## config.mk

```make
export PLATFORM = sky130hd
export DESIGN_NAME = fetch_stage
export DESIGN_NICKNAME = d
export VERILOG_FILES = /design/src/rtl/fetch_pkg.sv /design/src/rtl/fetch_stage_if_id_reg.sv /design/src/rtl/fetch_stage.sv
export SDC_FILE = /design/constraint.sdc
export NUM_CORES = 1
export LEC_CHECK = 0
export ABC_AREA = 1
export BUFFER_PORTS_ARGS = -buffer_cell sky130_fd_sc_hd__buf_2
export CORE_MARGIN = 2
export CORE_UTILIZATION = 35
export DETAILED_ROUTE_END_ITERATION = 16
export HOLD_SLACK_MARGIN = 0.1
export PLACE_DENSITY_LB_ADDON = 0.08
export SLEW_MARGIN = 20
export SYNTH_ARGS = -nofsm -noshare
export SYNTH_HDL_FRONTEND = slang
export SYNTH_SLANG_ARGS = --single-unit
```

## constraint.sdc

```tcl
create_clock -name clk -period 18.05 [get_ports clk]
set_clock_uncertainty 0.05 [all_clocks]
set_input_delay 0.9025 -clock clk [delete_from_list [all_inputs] [get_ports clk]]
set_output_delay 0.9025 -clock clk [all_outputs]
set_load 0.03 [all_outputs]
```

## src/rtl/fetch_pkg.sv

```systemverilog
// fetch_pkg: shared types and constants for the instruction-fetch stage.
//   - fetch_state_t : fetch FSM states
//   - id_ctl_t      : IF/ID register update command
//   - skid_ctl_t    : skid buffer update command
//   - NOP_INSTR     : canonical bubble word (addi x0,x0,0)
//   - OP_*          : major opcodes shared with the main decoder
package fetch_pkg;

  typedef enum logic [1:0] {
    S_BOOT  = 2'd0,
    S_FETCH = 2'd1,
    S_HOLD  = 2'd2,
    S_DRAIN = 2'd3
  } fetch_state_t;

  typedef enum logic [1:0] {
    ID_HOLD       = 2'd0,
    ID_LOAD_FETCH = 2'd1,
    ID_LOAD_SKID  = 2'd2,
    ID_BUBBLE     = 2'd3
  } id_ctl_t;

  typedef enum logic [1:0] {
    SK_HOLD  = 2'd0,
    SK_LOAD  = 2'd1,
    SK_CLEAR = 2'd2
  } skid_ctl_t;

  localparam logic [31:0] NOP_INSTR = 32'h0000_0013;

  localparam logic [6:0] OP_R     = 7'b0110011;
  localparam logic [6:0] OP_B     = 7'b1100011;
  localparam logic [6:0] OP_I     = 7'b0010011;
  localparam logic [6:0] OP_LOAD  = 7'b0000011;
  localparam logic [6:0] OP_STORE = 7'b0100011;
  localparam logic [6:0] OP_JAL   = 7'b1101111;
  localparam logic [6:0] OP_JALR  = 7'b1100111;
  localparam logic [6:0] OP_LUI   = 7'b0110111;

endpackage

```

## src/rtl/fetch_stage_if_id_reg.sv

```systemverilog
// if_id_reg: IF/ID pipeline register with a one-entry skid buffer.
// Ports:
//   clk, rst            clock, asynchronous active-high reset
//   id_ctl              IF/ID command: hold, load fetched word, load skid, bubble
//   skid_ctl            skid command: hold, load fetched word, clear
//   fetch_instr/pc      word just returned by memory and its address
//   instr_d, pc_d,
//   pcplus4_d, valid_d  IF/ID outputs towards decode (bubble: NOP, 0, 0, 0)
module if_id_reg import fetch_pkg::*; #(
  parameter int              XLEN         = 32,
  parameter logic [XLEN-1:0] BUBBLE_INSTR = XLEN'(32'h0000_0013)
) (
  input  logic            clk,
  input  logic            rst,
  input  id_ctl_t         id_ctl,
  input  skid_ctl_t       skid_ctl,
  input  logic [XLEN-1:0] fetch_instr,
  input  logic [XLEN-1:0] fetch_pc,
  output logic [XLEN-1:0] instr_d,
  output logic [XLEN-1:0] pc_d,
  output logic [XLEN-1:0] pcplus4_d,
  output logic            valid_d
);

  localparam logic [XLEN-1:0] PC_STEP = XLEN'(32'd4);
  localparam logic [XLEN-1:0] ZERO    = {XLEN{1'b0}};

  logic [XLEN-1:0] skid_instr;
  logic [XLEN-1:0] skid_pc;
  logic            skid_valid;

  // Skid buffer: parks the word that returned while decode was stalled.
  always_ff @(posedge clk or posedge rst) begin
    if (rst) begin
      skid_instr <= BUBBLE_INSTR;
      skid_pc    <= ZERO;
      skid_valid <= 1'b0;
    end else begin
      case (skid_ctl)
        SK_LOAD: begin
          skid_instr <= fetch_instr;
          skid_pc    <= fetch_pc;
          skid_valid <= 1'b1;
        end
        SK_CLEAR: begin
          skid_instr <= BUBBLE_INSTR;
          skid_pc    <= ZERO;
          skid_valid <= 1'b0;
        end
        default: begin
          skid_instr <= skid_instr;
          skid_pc    <= skid_pc;
          skid_valid <= skid_valid;
        end
      endcase
    end
  end

  // IF/ID register; pc+4 is computed on load so the link value is registered.
  always_ff @(posedge clk or posedge rst) begin
    if (rst) begin
      instr_d   <= BUBBLE_INSTR;
      pc_d      <= ZERO;
      pcplus4_d <= ZERO;
      valid_d   <= 1'b0;
    end else begin
      case (id_ctl)
        ID_LOAD_FETCH: begin
          instr_d   <= fetch_instr;
          pc_d      <= fetch_pc;
          pcplus4_d <= fetch_pc + PC_STEP;
          valid_d   <= 1'b1;
        end
        ID_LOAD_SKID: begin
          // An empty skid degenerates into a bubble rather than a stale word.
          if (skid_valid) begin
            instr_d   <= skid_instr;
            pc_d      <= skid_pc;
            pcplus4_d <= skid_pc + PC_STEP;
            valid_d   <= 1'b1;
          end else begin
            instr_d   <= BUBBLE_INSTR;
            pc_d      <= ZERO;
            pcplus4_d <= ZERO;
            valid_d   <= 1'b0;
          end
        end
        ID_BUBBLE: begin
          instr_d   <= BUBBLE_INSTR;
          pc_d      <= ZERO;
          pcplus4_d <= ZERO;
          valid_d   <= 1'b0;
        end
        default: begin
          instr_d   <= instr_d;
          pc_d      <= pc_d;
          pcplus4_d <= pcplus4_d;
          valid_d   <= valid_d;
        end
      endcase
    end
  end

endmodule

```

## src/rtl/fetch_stage.sv

```systemverilog
// fetch_stage: instruction-fetch stage feeding the main decoder.
// Ports:
//   clk, rst                  clock, asynchronous active-high reset
//   stall, flush              hold / squash requests from hazard logic
//   redirect, redirect_pc     taken branch/JAL/JALR and its target
//   imem_req, imem_addr       fetch request; address held while waiting
//   imem_ready, imem_rdata    response handshake and fetched word
//   instr_d, op_d, pc_d,
//   pcplus4_d, valid_d        IF/ID contents presented to decode
module fetch_stage #(
  parameter int              XLEN      = 32,
  parameter logic [XLEN-1:0] RESET_PC  = {XLEN{1'b0}},
  parameter logic [XLEN-1:0] NOP_INSTR = XLEN'(fetch_pkg::NOP_INSTR)
) (
  input  logic            clk,
  input  logic            rst,
  input  logic            stall,
  input  logic            flush,
  input  logic            redirect,
  input  logic [XLEN-1:0] redirect_pc,
  output logic            imem_req,
  output logic [XLEN-1:0] imem_addr,
  input  logic            imem_ready,
  input  logic [XLEN-1:0] imem_rdata,
  output logic [XLEN-1:0] instr_d,
  output logic [6:0]      op_d,
  output logic [XLEN-1:0] pc_d,
  output logic [XLEN-1:0] pcplus4_d,
  output logic            valid_d
);
  import fetch_pkg::*;

  localparam logic [XLEN-1:0] PC_STEP    = XLEN'(32'd4);
  localparam logic [XLEN-1:0] ALIGN_MASK = ~(XLEN'(32'd3));

  fetch_state_t    state;
  fetch_state_t    state_nx;
  logic [XLEN-1:0] pc;
  logic [XLEN-1:0] pc_nx;
  logic [XLEN-1:0] drain_addr;
  logic [XLEN-1:0] drain_addr_nx;
  logic [XLEN-1:0] pc_inc;
  logic [XLEN-1:0] redirect_tgt;
  id_ctl_t         id_ctl;
  skid_ctl_t       skid_ctl;

  assign pc_inc       = pc + PC_STEP;
  assign redirect_tgt = redirect_pc & ALIGN_MASK;

  // While draining an abandoned request the old address must stay on the bus.
  assign imem_req  = (state == S_FETCH) || (state == S_DRAIN);
  assign imem_addr = (state == S_DRAIN) ? drain_addr : pc;
  assign op_d      = instr_d[6:0];

  // FSM, PC and drain-address registers.
  always_ff @(posedge clk or posedge rst) begin
    if (rst) begin
      state      <= S_BOOT;
      pc         <= RESET_PC;
      drain_addr <= RESET_PC;
    end else begin
      state      <= state_nx;
      pc         <= pc_nx;
      drain_addr <= drain_addr_nx;
    end
  end

  // Next-state, next-PC and IF/ID / skid commands.
  // Default for IF/ID: a stalled decoder keeps its word; otherwise it has
  // consumed it and receives a bubble unless a new word is loaded below.
  always_comb begin
    state_nx      = state;
    pc_nx         = pc;
    drain_addr_nx = drain_addr;
    skid_ctl      = SK_HOLD;
    if (stall) begin
      id_ctl = ID_HOLD;
    end else begin
      id_ctl = ID_BUBBLE;
    end

    case (state)
      S_BOOT: begin
        state_nx = S_FETCH;
      end

      S_FETCH: begin
        if (redirect) begin
          pc_nx    = redirect_tgt;
          skid_ctl = SK_CLEAR;
          id_ctl   = ID_BUBBLE;
          if (imem_ready) begin
            state_nx = S_FETCH;
          end else begin
            // Request still in flight: remember its address and wait it out.
            state_nx      = S_DRAIN;
            drain_addr_nx = pc;
          end
        end else if (flush) begin
          // The returning word is squashed; with stall also set the PC is not
          // advanced so the word is fetched again after the stall.
          id_ctl = ID_BUBBLE;
          if (imem_ready && !stall) begin
            pc_nx = pc_inc;
          end else begin
            pc_nx = pc;
          end
        end else if (imem_ready) begin
          pc_nx = pc_inc;
          if (stall) begin
            skid_ctl = SK_LOAD;
            state_nx = S_HOLD;
          end else begin
            id_ctl = ID_LOAD_FETCH;
          end
        end else begin
          state_nx = S_FETCH;
        end
      end

      S_HOLD: begin
        if (redirect) begin
          pc_nx    = redirect_tgt;
          skid_ctl = SK_CLEAR;
          id_ctl   = ID_BUBBLE;
          state_nx = S_FETCH;
        end else if (flush) begin
          id_ctl = ID_BUBBLE;
          if (!stall) begin
            skid_ctl = SK_CLEAR;
            state_nx = S_FETCH;
          end else begin
            state_nx = S_HOLD;
          end
        end else if (!stall) begin
          id_ctl   = ID_LOAD_SKID;
          skid_ctl = SK_CLEAR;
          state_nx = S_FETCH;
        end else begin
          state_nx = S_HOLD;
        end
      end

      S_DRAIN: begin
        if (redirect) begin
          pc_nx    = redirect_tgt;
          skid_ctl = SK_CLEAR;
          id_ctl   = ID_BUBBLE;
        end else if (flush) begin
          id_ctl = ID_BUBBLE;
        end else begin
          pc_nx = pc;
        end
        // Data for the abandoned request is never loaded anywhere.
        if (imem_ready) begin
          state_nx = S_FETCH;
        end else begin
          state_nx = S_DRAIN;
        end
      end

      default: begin
        state_nx = S_BOOT;
        pc_nx    = RESET_PC;
        skid_ctl = SK_CLEAR;
        id_ctl   = ID_BUBBLE;
      end
    endcase
  end

  if_id_reg #(
    .XLEN        (XLEN),
    .BUBBLE_INSTR(NOP_INSTR)
  ) u_if_id (
    .clk        (clk),
    .rst        (rst),
    .id_ctl     (id_ctl),
    .skid_ctl   (skid_ctl),
    .fetch_instr(imem_rdata),
    .fetch_pc   (pc),
    .instr_d    (instr_d),
    .pc_d       (pc_d),
    .pcplus4_d  (pcplus4_d),
    .valid_d    (valid_d)
  );

endmodule

```

# After elaboration in Yosys (flattened, before gate mapping)
# Index checks and enable logic that the tools add are counted.
# word_totals
wordCells	82
regBits	228
out_inout_bits	137
input_bits	70
# op_classes
n_eq_ne	13
n_addsub	2
bitwise	1
n_mux	45
n_reduce_logical	11
# op_table
cell	n
$mux W32	9
$pmux W32 S3	3
$pmux W32 S2	3
$add A32 B3 Y32 const B	2
$mux W2	21
$pmux W2 S3	2
$eq A2 B2 Y1 const B	5
$ne A4 B4 Y1 const B	2
$pmux W2 S4	1
$eq A2 B1 Y1 const B	3
$mux W1	4
$ne A4 B3 Y1 const B	1
$reduce_and A4 Y1	1
$reduce_bool A2 Y1	2
$ne A3 B3 Y1 const B	1
$pmux W1 S3	1
$reduce_and A3 Y1	1
$reduce_bool A3 Y1	1
$logic_not A2 Y1	1
$ne A2 B1 Y1 const B	1
$pmux W1 S2	1
$reduce_and A2 Y1	1
$reduce_or A2 Y1	1
$logic_and A1 B1 Y1	1
3 further kinds	3

# Depth between registers and ports, before layout
# logic_depth
depth_word	8
depth_mapped	13
ltp_nobuf	12

# Cells and area by module
# Synthesis repeated with hierarchy kept, for this count alone.
# unflattened
cells_unflattened	1661
hier_area_um2	12286.8
# modules_own_cells
module	seq_area_each_um2	cells_per_inst	area_each_um2	instances
if_id_reg	4011.3	1047	8293.0	1
fetch_stage	1551.5	614	3993.8	1

# Worst setup path after synthesis
# OpenSTA, ideal clock, no wires.
# synth_timing
path_type	register to output
start	reg state[1]
end	out imem_addr[10]
required_time_ns	17.097
path_buffers	1
path_stages_with_launch	5
t_arrival_ns	1.454
path_slack_ns	15.644
cell_sequence	dfrtp_1 > nand2_1 > inv_1 > clkbuf_1 > o21ai_0
# synth_between
elab_chain_cells	2
# synth_rtl
item	line	source
from (decl)	fetch_stage.sv:36	fetch_state_t state;
from (signal assigned)	fetch_stage.sv:62	state <= state_nx;
$eq A2 B2 Y1	fetch_stage.sv:52	assign imem_addr = (state == S_DRAIN) ? drain_addr : pc;
$mux W32	fetch_stage.sv:52	
to (decl)	fetch_stage.sv:22	output logic [XLEN-1:0] imem_addr,
# Every way passes these cells.

# Final worst setup path
# layout_timing
start	in imem_ready
end	reg u_if_id.pcplus4_d[21]
# layout_between
elab_chain_cells	6
elab_cells_between_ends	9
cone_classes	eq/ne: 3; mux: 5; reduce/logical: 1
# layout_rtl
item	line	source
from (decl)	fetch_stage.sv:23	input logic imem_ready,
$mux W2 (*)	fetch_stage.sv:108	end else if (imem_ready) begin
$mux W2 (*)	fetch_stage.sv:99	end else if (flush) begin
$mux W2 (*)	fetch_stage.sv:88	if (redirect) begin
$pmux W2 S3 (*)	fetch_stage.sv:82	case (state)
$eq A2 B2 Y1 / $eq A2 B1 Y1 (equally long branches)	fetch_stage_if_id_reg.sv:67	case (id_ctl)
$pmux W32 S3 / $reduce_bool A3 Y1 (equally long branches)	-	
to (signal assigned)	fetch_stage_if_id_reg.sv:71	pcplus4_d <= fetch_pc + PC_STEP;
to (signal assigned)	fetch_stage_if_id_reg.sv:79	pcplus4_d <= skid_pc + PC_STEP;
to (signal assigned)	fetch_stage_if_id_reg.sv:97	pcplus4_d <= pcplus4_d;
to (decl)	fetch_stage_if_id_reg.sv:21	output logic [XLEN-1:0] pcplus4_d,
# Every way passes the cells marked *; elsewhere a longest branch is shown, timed or not.
# A chain may end at the register's enable or synchronous reset.

==> impl_metrics.json <==
{
  "post_cts_buffers": 0,
  "layout.nets": 1709,
  "worstSetupPathType": "primary input to register",
  "max_freq_ghz": 0.297,
  "ys_warn_count": 0,
  "outcome": "finished clean",
  "async_flop_share": 1.00,
  "hold_start": "u_if_id.skid_pc[1]",
  "crit_fanout": 59,
  "rr_endpoint": "u_if_id.pcplus4_d[21]",
  "grt_pass1_vias": 10000,
  "synth-seq-cells": 220,
  "grt_start_max_net_pins": 115,
  "dp_hpwl_um": 27000,
  "row_count": 65,
  "rsz0062_at_grt": "no",
  "p_leak_nw": 6.72,
  "area_delta_synth_final_pct": 18.4,
  "relSlewSlack": 0.350,
  "place_ws_ps": 14090,
  "period_share": 0.187,
  "synth-main-ff-cell": "dfrtp_1",
  "holdPathEnd": "u_if_id.skid_pc[1]",
  "seq_area_um2": 5510,
  "cp-end-kind": "register",
  "syn_area_um2": 11300,
  "htreeDepth": 1,
  "clock_latency_ps": 540,
  "hold_path_depth": 2,
  "min_period_ps": 3370,
  "dieArea_um2": 33800,
  "antenna_found_initial": 0,
  "drt_first_pass_iters": 5,
  "final_max_slew_viol_count": 0,
  "diodes": 0,
  "die_x_um": 184,
  "grt_overflow": 0,
  "total_power_w": 0.00233,
  "drtIter0Drc": 684,
  "multi_input_area_um2": 4960,
  "worst_pin_slew_ps": 969,
  "ctsHoldBuffers": 0,
  "crit_required_ps": 18470,
  "r2r_cells": 9,
  "core_um2": 31700,
  "reg2reg_from": "state[1]",
  "worst_slack_ps": 14680,
  "grt_pass1_wl_um": 58700,
  "syn_avg_cell_area_um2": 7.65,
  "port_buffers": 202,
  "crit_arrival_ps": 3790,
  "cp-start-kind": "primary input",
  "hold_ws_ps": 418,
  "wire_per_inst_um": 18.4,
  "vias": 10400,
  "rrSetupSlack_ps": 14700,
  "initial_core_util": 0.357,
  "dieHeight_um": 184,
  "finalSetupViolCount": 0,
  "tns_ps": 0,
  "min_path_type": "register to register",
  "numCtsBuffers": 26,
  "drv_cap": 0,
  "cts_max_path_buffers": 3,
  "via_per_inst": 5.08,
  "routed_wl_um": 37900,
  "yosysUniqueCellTypes": 36,
  "clk_pin_slew_worst_paths_ps": 60,
  "ir_drop_v": 0.0000986,
  "cts_tree": "built",
  "grt_usage": 0.224,
  "synth_cells": 1479,
  "fillers": 3383,
  "place.gp.congestion": 0.900,
  "cts_root_buf": "clkbuf_16",
  "io_pins": 207,
  "cts_sinks": 220,
  "final_antenna_net_count": 0,
  "drc_errors": 0,
  "synth_edf_count": 0,
  "hold_viol_final": 0,
  "layout-drive-gt1-share": 0.176,
  "p_per_area_nw_per_um2": 174,
  "synth-seq-area-share": 0.487,
  "cts_resized": 0
}
==> cells by family (layout without fill, tap and decap cells) <==
| group | Yosys count | count (layout) | share of synthesized area |
|---|---|---|---|
| simple gates | 703 | 703 | 0.248 |
| compound gates | 343 | 343 | 0.168 |
| flops | 220 | 220 | 0.487 |
| other cells | 1 | 2 | 0.000331 |
| fa+ha+maj | 5 | 5 | 0.00553 |
| buf+inv | 187 | 361 | 0.0762 |
| xor+xnor | 20 | 20 | 0.0155 |
==> power breakdown <==
group          switching (W)  total [W]  internal (W)
Clock               0.000215   0.000574      0.000359
Combinational       0.000671   0.000926      0.000255
Sequential          0.000163   0.000830      0.000666
Total                0.00105    0.00233       0.00128
==> stage by stage <==
step	instance area [um^2]	utilization	instances
6_report	13400	0.422	2056
5_1_grt	13400	0.422	2056
4_1_cts	13400	0.422	2056
3_5_place_dp	12500	0.393	2008
3_3_place_gp	12500	0.393	2008
2_1_floorplan	11300	-	1480
==> critical path, cell delays in order <==
cell and delay [ps]:
buf_2 140, inv_1 90, nand2_1 60, nand3_1 120, nand3_4 400, nor2_4 890, buf_4 680, nand3_1 140
nand2_1 150, nand2_1 70, nand2_1 80
==> cell usage in the layout, fill, tap and decap left out, types with 12 or more instances in the layout <==
cell type and count:
a21oi_1 107, a22o_1 33, buf_2 202, buf_4 12, clkbuf_16 27, dfrtp_1 214, inv_1 89, nand2_1 432
nand3_1 51, nor2_1 193, o21ai_0 157, o22ai_1 35, xor2_1 20
==> state kept, by name, indices dropped and copies added, names as in the netlist, 2 cells and up <==
| name | count |
|---|---|
| drain_addr | 30 |
| pc | 30 |
| state | 2 |
| u_if_id.instr_d | 32 |
| u_if_id.pc_d | 31 |
| u_if_id.pcplus4_d | 30 |
| u_if_id.skid_instr | 32 |
| u_if_id.skid_pc | 31 |
==> layer usage <==
layer | GRT usage | vias to the layer above | part of all wire | wire length, um
li1 | - | 5126 | - | -
met1 | 0.340 | 4922 | 0.49 | 18600
met2 | 0.333 | 337 | 0.42 | 16100
met3 | 0.0293 | 63 | 0.061 | 2290
met4 | 0.0586 | 0 | 0.024 | 894
met5 | 0 | - | 0 | 0
==> worst max path at each step <==
stage,to,startpoint,slack [ps]
4_1_cts,u_if_id.pcplus4_d[21],state[1],14640
3_3_place_gp,u_if_id.pcplus4_d[26],imem_ready,14070
5_1_grt,u_if_id.pcplus4_d[21],imem_ready,14410
2_1_floorplan,drain_addr[10],rst,11090
6_report,u_if_id.pcplus4_d[21],imem_ready,14680
3_5_place_dp,u_if_id.pcplus4_d[24],imem_ready,14090
==> Yosys cell counts, drive strengths merged, types with 6 or more instances <==
| cell | count | area (um^2) |
|---|---|---|
| inv | 98 | 370 |
| nor2 | 198 | 761 |
| o21ai | 160 | 801 |
| xor2 | 20 | 175 |
| o22ai | 35 | 219 |
| a21oi | 107 | 536 |
| nand2 | 441 | 1680 |
| a22o | 33 | 289 |
| clkbuf | 37 | 139 |
| dfstp | 6 | 158 |
| dfrtp | 214 | 5360 |
| buf | 51 | 349 |
| nand3 | 56 | 313 |
==> final cells by class <==
cell class / count / share of cell area
multi-input combinational: 1073 / 0.370
sequential: 220 / 0.411
clock inverter: 9 / 0.0113
clock buffer: 39 / 0.0590
timing repair buffer: 214 / 0.0822
inverter: 99 / 0.0285
tap: 402 / 0.0375
(Power assumes the default switching activity.)
